$ cat config.mk
export PLATFORM = sky130hd
export DESIGN_NAME = sha256_padder_flat
export DESIGN_NICKNAME = d
export VERILOG_FILES = /design/src/rtl/sha256_padder_if.sv /design/src/rtl/sha256_padder.sv /design/src/flat_wrapper.sv
export SDC_FILE = /design/constraint.sdc
export NUM_CORES = 1
export LEC_CHECK = 0
export CORE_ASPECT_RATIO = 0.9
export CORE_MARGIN = 4
export CORE_UTILIZATION = 51
export DETAILED_ROUTE_END_ITERATION = 10
export PLACE_DENSITY_LB_ADDON = 0.15
export REMOVE_ABC_BUFFERS = 1
export SLEW_MARGIN = 20
export SYNTH_ARGS = -nofsm -noshare
export SYNTH_HDL_FRONTEND = slang
export SYNTH_SLANG_ARGS = --single-unit
$ cat constraint.sdc
create_clock -name clk -period 3.35 [get_ports clk]
set_clock_uncertainty 0.15 [all_clocks]
set_input_delay 0.67 -clock clk [delete_from_list [all_inputs] [get_ports clk]]
set_output_delay 0.67 -clock clk [all_outputs]
set_load 0.02 [all_outputs]
$ cat src/rtl/sha256_padder_if.sv
// -----------------------------------------------------------------------------
// sha256_padder_if
//   Bundles the byte-stream input and the compression-core handshake of the
//   SHA-256 padder.
//   Byte stream : in_data, in_valid, in_last, in_empty (to padder), in_ready
//   Core side   : block_out, core_start, core_first_run (to core), core_ready
//   Status      : done, busy
//   slave  : seen from the padder
//   master : seen from the feeder / core / testbench
// -----------------------------------------------------------------------------
interface sha256_padder_if;
    logic [7:0]   in_data;
    logic         in_valid;
    logic         in_last;
    logic         in_empty;
    logic         in_ready;
    logic [511:0] block_out;
    logic         core_start;
    logic         core_first_run;
    logic         core_ready;
    logic         done;
    logic         busy;

    modport slave (
        input  in_data, in_valid, in_last, in_empty, core_ready,
        output in_ready, block_out, core_start, core_first_run, done, busy
    );

    modport master (
        output in_data, in_valid, in_last, in_empty, core_ready,
        input  in_ready, block_out, core_start, core_first_run, done, busy
    );
endinterface

$ cat src/rtl/sha256_padder.sv
// -----------------------------------------------------------------------------
// sha256_padder
//   Packs a byte stream big-endian into 512-bit blocks, applies SHA-256
//   padding (0x80, zero fill, 64-bit big-endian bit length) and hands each
//   block to the compression core with a level start / first_run handshake.
//   done pulses for one cycle when the core holds the digest of the final
//   block of a message.
//
//   Ports:
//     clk    : clock
//     rst_n  : asynchronous active-low reset (core must be reset together)
//     bus    : sha256_padder_if.slave (byte stream in, core handshake out,
//              done/busy status)
//   Parameter:
//     CNT_W  : width of the message byte counter (wraps silently)
// -----------------------------------------------------------------------------
module sha256_padder #(
    parameter int unsigned CNT_W = 32
) (
    input  logic           clk,
    input  logic           rst_n,
    sha256_padder_if.slave bus
);

    typedef enum logic [2:0] {
        ABSORB,
        FINAL,
        SEND,
        WAIT_CLR,
        WAIT_SET,
        RELEASE,
        PAD2
    } state_t;

    state_t           state;
    logic [511:0]     blk;
    logic [6:0]       idx;           // bytes held in the current block, 0..64
    logic [CNT_W-1:0] cnt;           // message length in bytes
    logic             final_blk;     // block in flight is the last of the message
    logic             pad2_pending;  // an extra length-only block must follow
    logic             pad2_marker;   // that extra block starts with 0x80
    logic             in_ready_q;
    logic             core_start_q;
    logic             first_run_q;
    logic             done_q;
    logic             busy_q;

    logic [63:0]      bit_len;
    logic [9:0]       shamt;
    logic [511:0]     tail_mask;
    logic [511:0]     marker;
    logic [511:0]     final_pad;
    logic [511:0]     pad2_blk;
    logic             accept;

    assign accept  = bus.in_valid && in_ready_q;
    assign bit_len = 64'(cnt) << 3;

    // Bytes idx..63 of the block; with idx = 64 the shift empties both masks,
    // so a full block passes through FINAL untouched.
    assign shamt     = {idx, 3'b000};
    assign tail_mask = '1 >> shamt;
    assign marker    = {8'h80, 504'd0} >> shamt;

    always_comb begin
        final_pad = (blk & ~tail_mask) | marker;
        if (idx <= 7'd55) begin
            final_pad[63:0] = bit_len;
        end
    end

    assign pad2_blk = {(pad2_marker ? 8'h80 : 8'h00), 440'd0, bit_len};

    always_ff @(posedge clk or negedge rst_n) begin
        if (!rst_n) begin
            state        <= ABSORB;
            blk          <= '0;
            idx          <= '0;
            cnt          <= '0;
            final_blk    <= 1'b0;
            pad2_pending <= 1'b0;
            pad2_marker  <= 1'b0;
            in_ready_q   <= 1'b1;
            core_start_q <= 1'b0;
            first_run_q  <= 1'b1;
            done_q       <= 1'b0;
            busy_q       <= 1'b0;
        end else begin
            done_q <= 1'b0;
            case (state)
                ABSORB: begin
                    if (accept) begin
                        busy_q <= 1'b1;
                        if (bus.in_empty) begin
                            state      <= FINAL;
                            in_ready_q <= 1'b0;
                        end else begin
                            blk[9'd511 - {idx[5:0], 3'b000} -: 8] <= bus.in_data;
                            idx <= idx + 7'd1;
                            cnt <= cnt + 1'b1;
                            if (bus.in_last) begin
                                state      <= FINAL;
                                in_ready_q <= 1'b0;
                            end else if (idx == 7'd63) begin
                                state        <= SEND;
                                final_blk    <= 1'b0;
                                core_start_q <= 1'b1;
                                in_ready_q   <= 1'b0;
                            end
                        end
                    end
                end

                FINAL: begin
                    blk          <= final_pad;
                    core_start_q <= 1'b1;
                    state        <= SEND;
                    if (idx <= 7'd55) begin
                        final_blk <= 1'b1;
                    end else begin
                        // No room for the length: it goes in a second block,
                        // which carries the 0x80 only if this one is full.
                        final_blk    <= 1'b0;
                        pad2_pending <= 1'b1;
                        pad2_marker  <= (idx == 7'd64);
                    end
                end

                // core_ready may still be high from the previous block here.
                SEND: state <= WAIT_CLR;

                WAIT_CLR: begin
                    if (!bus.core_ready) begin
                        state <= WAIT_SET;
                    end
                end

                WAIT_SET: begin
                    if (bus.core_ready) begin
                        core_start_q <= 1'b0;
                        first_run_q  <= 1'b0;
                        state        <= RELEASE;
                        if (final_blk) begin
                            done_q      <= 1'b1;
                            idx         <= '0;
                            cnt         <= '0;
                            first_run_q <= 1'b1;
                            busy_q      <= 1'b0;
                        end
                    end
                end

                RELEASE: begin
                    if (pad2_pending) begin
                        state <= PAD2;
                    end else begin
                        state      <= ABSORB;
                        in_ready_q <= 1'b1;
                        final_blk  <= 1'b0;
                        if (!final_blk) begin
                            idx <= '0;
                            blk <= '0;
                        end
                    end
                end

                PAD2: begin
                    blk          <= pad2_blk;
                    pad2_pending <= 1'b0;
                    final_blk    <= 1'b1;
                    core_start_q <= 1'b1;
                    state        <= SEND;
                end

                default: state <= ABSORB;
            endcase
        end
    end

    assign bus.in_ready       = in_ready_q;
    assign bus.block_out      = blk;
    assign bus.core_start     = core_start_q;
    assign bus.core_first_run = first_run_q;
    assign bus.done           = done_q;
    assign bus.busy           = busy_q;

endmodule

$ cat src/flat_wrapper.sv
// flat-port wrapper written by rule: the top's interface ports become plain ports
module sha256_padder_flat 
#(
    parameter int unsigned CNT_W = 32
)
  (clk, rst_n, bus_in_data, bus_in_valid, bus_in_last, bus_in_empty, bus_core_ready, bus_in_ready, bus_block_out, bus_core_start, bus_core_first_run, bus_done, bus_busy);
  sha256_padder_if bus_i ();
  input  logic clk;
  input  logic rst_n;
  input wire logic [$bits(bus_i.in_data)-1:0] bus_in_data;
  input wire logic [$bits(bus_i.in_valid)-1:0] bus_in_valid;
  input wire logic [$bits(bus_i.in_last)-1:0] bus_in_last;
  input wire logic [$bits(bus_i.in_empty)-1:0] bus_in_empty;
  input wire logic [$bits(bus_i.core_ready)-1:0] bus_core_ready;
  output wire logic [$bits(bus_i.in_ready)-1:0] bus_in_ready;
  output wire logic [$bits(bus_i.block_out)-1:0] bus_block_out;
  output wire logic [$bits(bus_i.core_start)-1:0] bus_core_start;
  output wire logic [$bits(bus_i.core_first_run)-1:0] bus_core_first_run;
  output wire logic [$bits(bus_i.done)-1:0] bus_done;
  output wire logic [$bits(bus_i.busy)-1:0] bus_busy;
  assign bus_i.in_data = bus_in_data;
  assign bus_i.in_valid = bus_in_valid;
  assign bus_i.in_last = bus_in_last;
  assign bus_i.in_empty = bus_in_empty;
  assign bus_i.core_ready = bus_core_ready;
  assign bus_in_ready = bus_i.in_ready;
  assign bus_block_out = bus_i.block_out;
  assign bus_core_start = bus_i.core_start;
  assign bus_core_first_run = bus_i.core_first_run;
  assign bus_done = bus_i.done;
  assign bus_busy = bus_i.busy;
  sha256_padder #(.CNT_W(CNT_W)) u_core (.clk(clk), .rst_n(rst_n), .bus(bus_i));
endmodule
* Word-level counts from Yosys, hierarchy flattened *
Index checks and enable logic that the tools add are counted.

storage, ports and cells
  input port bits = 14
  flip-flop bits (word level) = 562
  output and inout bits = 517
  word-level logic and storage cells = 119

cells by class
  magnitude comparators = 1
  $add $sub $neg = 4
  reduce and logical (&&, ||, !) cells = 20
  bitwise logic cells = 4
  equal/unequal tests = 19
  shift-type cells = 4
  mux-type cells = 55

operators by type and width
  cell                                                                      count
  512-bit 2-to-1 mux                                                        4
  512-bit one-hot mux with 4 select lines                                   1
  512-bit by 10-bit >> shifter with 512-bit output, first input constant    2
  8-bit by 11-bit variable shift with 519-bit output, first input constant  1
  8-bit by 11-bit variable part select with 519-bit output                  1
  512-bit bitwise AND                                                       1
  512-bit bitwise mux                                                       1
  512-bit NOT                                                               1
  512-bit OR                                                                1
  32-bit 2-to-1 mux                                                         4
  64-bit 2-to-1 mux                                                         1
  32-bit one-hot mux with 2 select lines                                    1
  7-bit 2-to-1 mux                                                          6
  32-bit by 1-bit adder with 32-bit output, second input constant           1
  1-bit 2-to-1 mux                                                          22
  3-bit 2-to-1 mux                                                          7
  7-bit one-hot mux with 3 select lines                                     1
  3-bit one-hot mux with 6 select lines                                     1
  2-bit != test, second input constant                                      7
  4-bit AND reduction                                                       3
  6-bit AND reduction                                                       2
  9-bit negator with 11-bit output                                          1
  5-bit AND reduction                                                       2
  3-bit == test, second input constant                                      3
  22 further kinds                                                          32

* Longest topological paths before layout *
  word-level depth = 7
  depth in mapped cells = 10
  depth with buffers taken out = 7

* Least setup slack after synthesis *
No wires, ideal clock.

  path kind = register to register
  from = register u_core.idx[1]
  to = register with a tool-made name
  period minus slack after synthesis = 2.612 ns
  buffers on the path = 2
  required time = 3.079 ns
  arrival time = 2.341 ns
  stages on the path, launching flop included = 10
  setup time = 0.121 ns
  setup slack = 0.738 ns
  cell sequence = dfrtp_1 > buf_2 > inv_1 > ha_1 > nand2_1 > or2_2 > buf_1 > nor4_2 > o21ai_2 > a22o_1

RTL lines
  element                 line                 text
  from (decl)             sha256_padder.sv:37  logic [6:0] idx;
  from (signal assigned)  sha256_padder.sv:99  idx <= idx + 7'd1;

==> run metrics <==
Synth Flop Type dfrtp_1; Startpoint Class flop; hold depth 1; CP endpoint kind flop; flop2flop setup slack 180 ps; crit path time final 3170 ps; Final setup viols 0; Nets 2736; Placed Cells incl. Taps 3270; dpl hpwl 76400 um; Final Slew Violations 0; post-route setup slack 176 ps; Psw 8.12 mW; R2R cell count 7; sequential area share after synthesis 0.583; GRT Overall Usage 0.392; Remaining DRCs 0; Initial Utilization 0.517; Tot Pwr 21.0 mW; post-DR vias/cell 6.63; CTS buffer count 55; P&R area growth vs syn 37.8%; CP Max Fanout 11; hold_ws 333 ps; status finished, final reports clean; Leak 14.1 nW; grt ovf 0; clock power share 0.302; maximum root-to-sink buffer count 3; Via Count 22300; clk slew on worst S/H paths 80 ps; Placement Setup Slack -91.0 ps; crit path DAT 3570 ps; Comb pwr share 0.347; Slew HR 0.193; CP required 3750 ps; Post-Route WL 102000 um; Final Wtd Congestion 1.05; Tcrit/Tclk final 0.947; f_max 0.315 GHz; async set or reset register ratio after synthesis 1.00; Total Die Area 0.0509 sq mm; H-tree Lvls 2; ANT nets after route 0; # diodes 0; core area 0.0467 sq mm; hold crit path type flop to flop; max-cap violation count 0; clock sink count 562; fill cell count 3300; final hold violations 0; CTS tree built; r2r startpoint u_core.idx[1]; syn_area_per_cell 11.9 sq um; Die Span Y 214 um; vias in the first global route 22600; sequential share of power 0.351; latest clock arrival within the worst-skew pair 620 ps; FF/Latch Area 0.0141 sq mm; initial antenna violation count 2; largest net degree at the start of global routing 86; first-pass GRT wire length 152000 um; worst vdd ir 0.443 mV; Port Buf Inserts 530; switch share 0.387; Synth cell types 83; number of flops mapped to enable cells by yosys 0; Wirelength per Cell 30.3 um; WS Path Type flop to flop; I/O pins 531; synth warn 0; synthesized area 0.0241 sq mm; unrepaired setup endpoints after global routing false; multi-input logic area 0.00947 sq mm; num rows 75; Internal 12.8 mW; first drt pass iteration count 5; FF+latch count, synth 562; Die X 237 um; worst slew pin tran 1210 ps; fraction of layout cells with a size suffix above 1 0.141; cell count after synthesis 2029; fin cells 3373; P per Cell Area 630 mW/mm^2; post-CTS setup buffer count 0; initial drt markers 2457; CTS root buf clkbuf_16
[stage by stage]
stage	area (sq um)	TNS, ps	util
6_report	33300	0	0.712
5_1_grt	33300	0	0.712
4_1_cts	33300	0	0.712
3_5_place_dp	31400	-1190	0.673
3_3_place_gp	31400	-156	0.673
2_1_floorplan	23600	-153380	-
[synthesized netlist by cell type (20+ instances only)]
cell type,count,area [sq um]
inv_1,39,146
o21ai_0,75,375
clkbuf_1,52,195
o2bb2ai_1,234,2050
a22o_1,244,2140
nand2_1,159,597
nor2_1,107,402
nand3_1,50,250
a21oi_1,47,235
nor3_1,34,170
dfrtp_1,560,14000
buf_2,41,205
nand4_1,20,125
[metal layers]
layer	vias up	routed length, um	track usage
met2	1441	46000	0.597
met3	317	10600	0.0992
met4	4	5180	0.168
li1	9211	-	-
met1	11400	40300	0.539
met5	-	34	0
[logic make-up after synthesis]
family / synth area share
buffers and inverters: 0.0275
xor gates and xnor gates: 0.00580
DFF: 0.583
AOI/OAI and AO/OA: 0.262
adders and majority gates: 0.00518
muxes: 0.000415
and+or+nand+nor: 0.116
[power by group through the flow]
stage / clock, mW / sequential, mW / combinational [mW]
final: 6.32 / 7.35 / 7.28
after global routing: 6.64 / 7.38 / 7.55
after CTS: 6.33 / 7.34 / 7.05
after detailed placement: 0 / 7.46 / 7.01
after global placement: 0 / 7.46 / 6.93
after floorplan: 0 / 7.65 / 3.19
[what timing repair did]
action,4_1_cts,5_1_grt
hold buffers,1,0
resized for setup,0,0
hold endpoints to repair,58,0
[worst max-delay path, stage by stage, from the launching register on]
cell and delay, ps:
dfrtp_1 510, inv_1 320, ha_1 440, nand3_1 520, nor2_1 640, a31oi_1 160, o211ai_1 180, a32o_1 170
[cell usage in the layout, fill, tap and decap left out, drive strengths merged, types with 42 or more instances in the layout]
cell             n
a21oi           49
a22o           244
buf            207
clkbuf          82
clkdlybuf4s50  529
dfrtp          560
inv             42
nand2          161
nand3           50
nor2           111
o21ai           94
o2bb2ai        234
[area by class of cell]
class                      count  area share
sequential                   562       0.423
clock buffer                  82      0.0487
multi-input combinational   1316       0.285
timing repair buffer         737       0.210
tap                          616      0.0232
clock inverter                20     0.00632
inverter                      40     0.00451
[how the worst max path moves through the flow]
stage	startpoint	endpoint	slack (ps)	cells after the start
3_3_place_gp	bus_in_empty	flop	-40	7
4_1_cts	u_core.idx[1]	flop	300	7
2_1_floorplan	u_core.state[1]	flop	-960	5
3_5_place_dp	bus_in_empty	flop	-90	7
5_1_grt	u_core.idx[1]	flop	100	7
6_report	u_core.idx[1]	flop	180	7
Note: power is estimated with default switching activity, not from simulation.
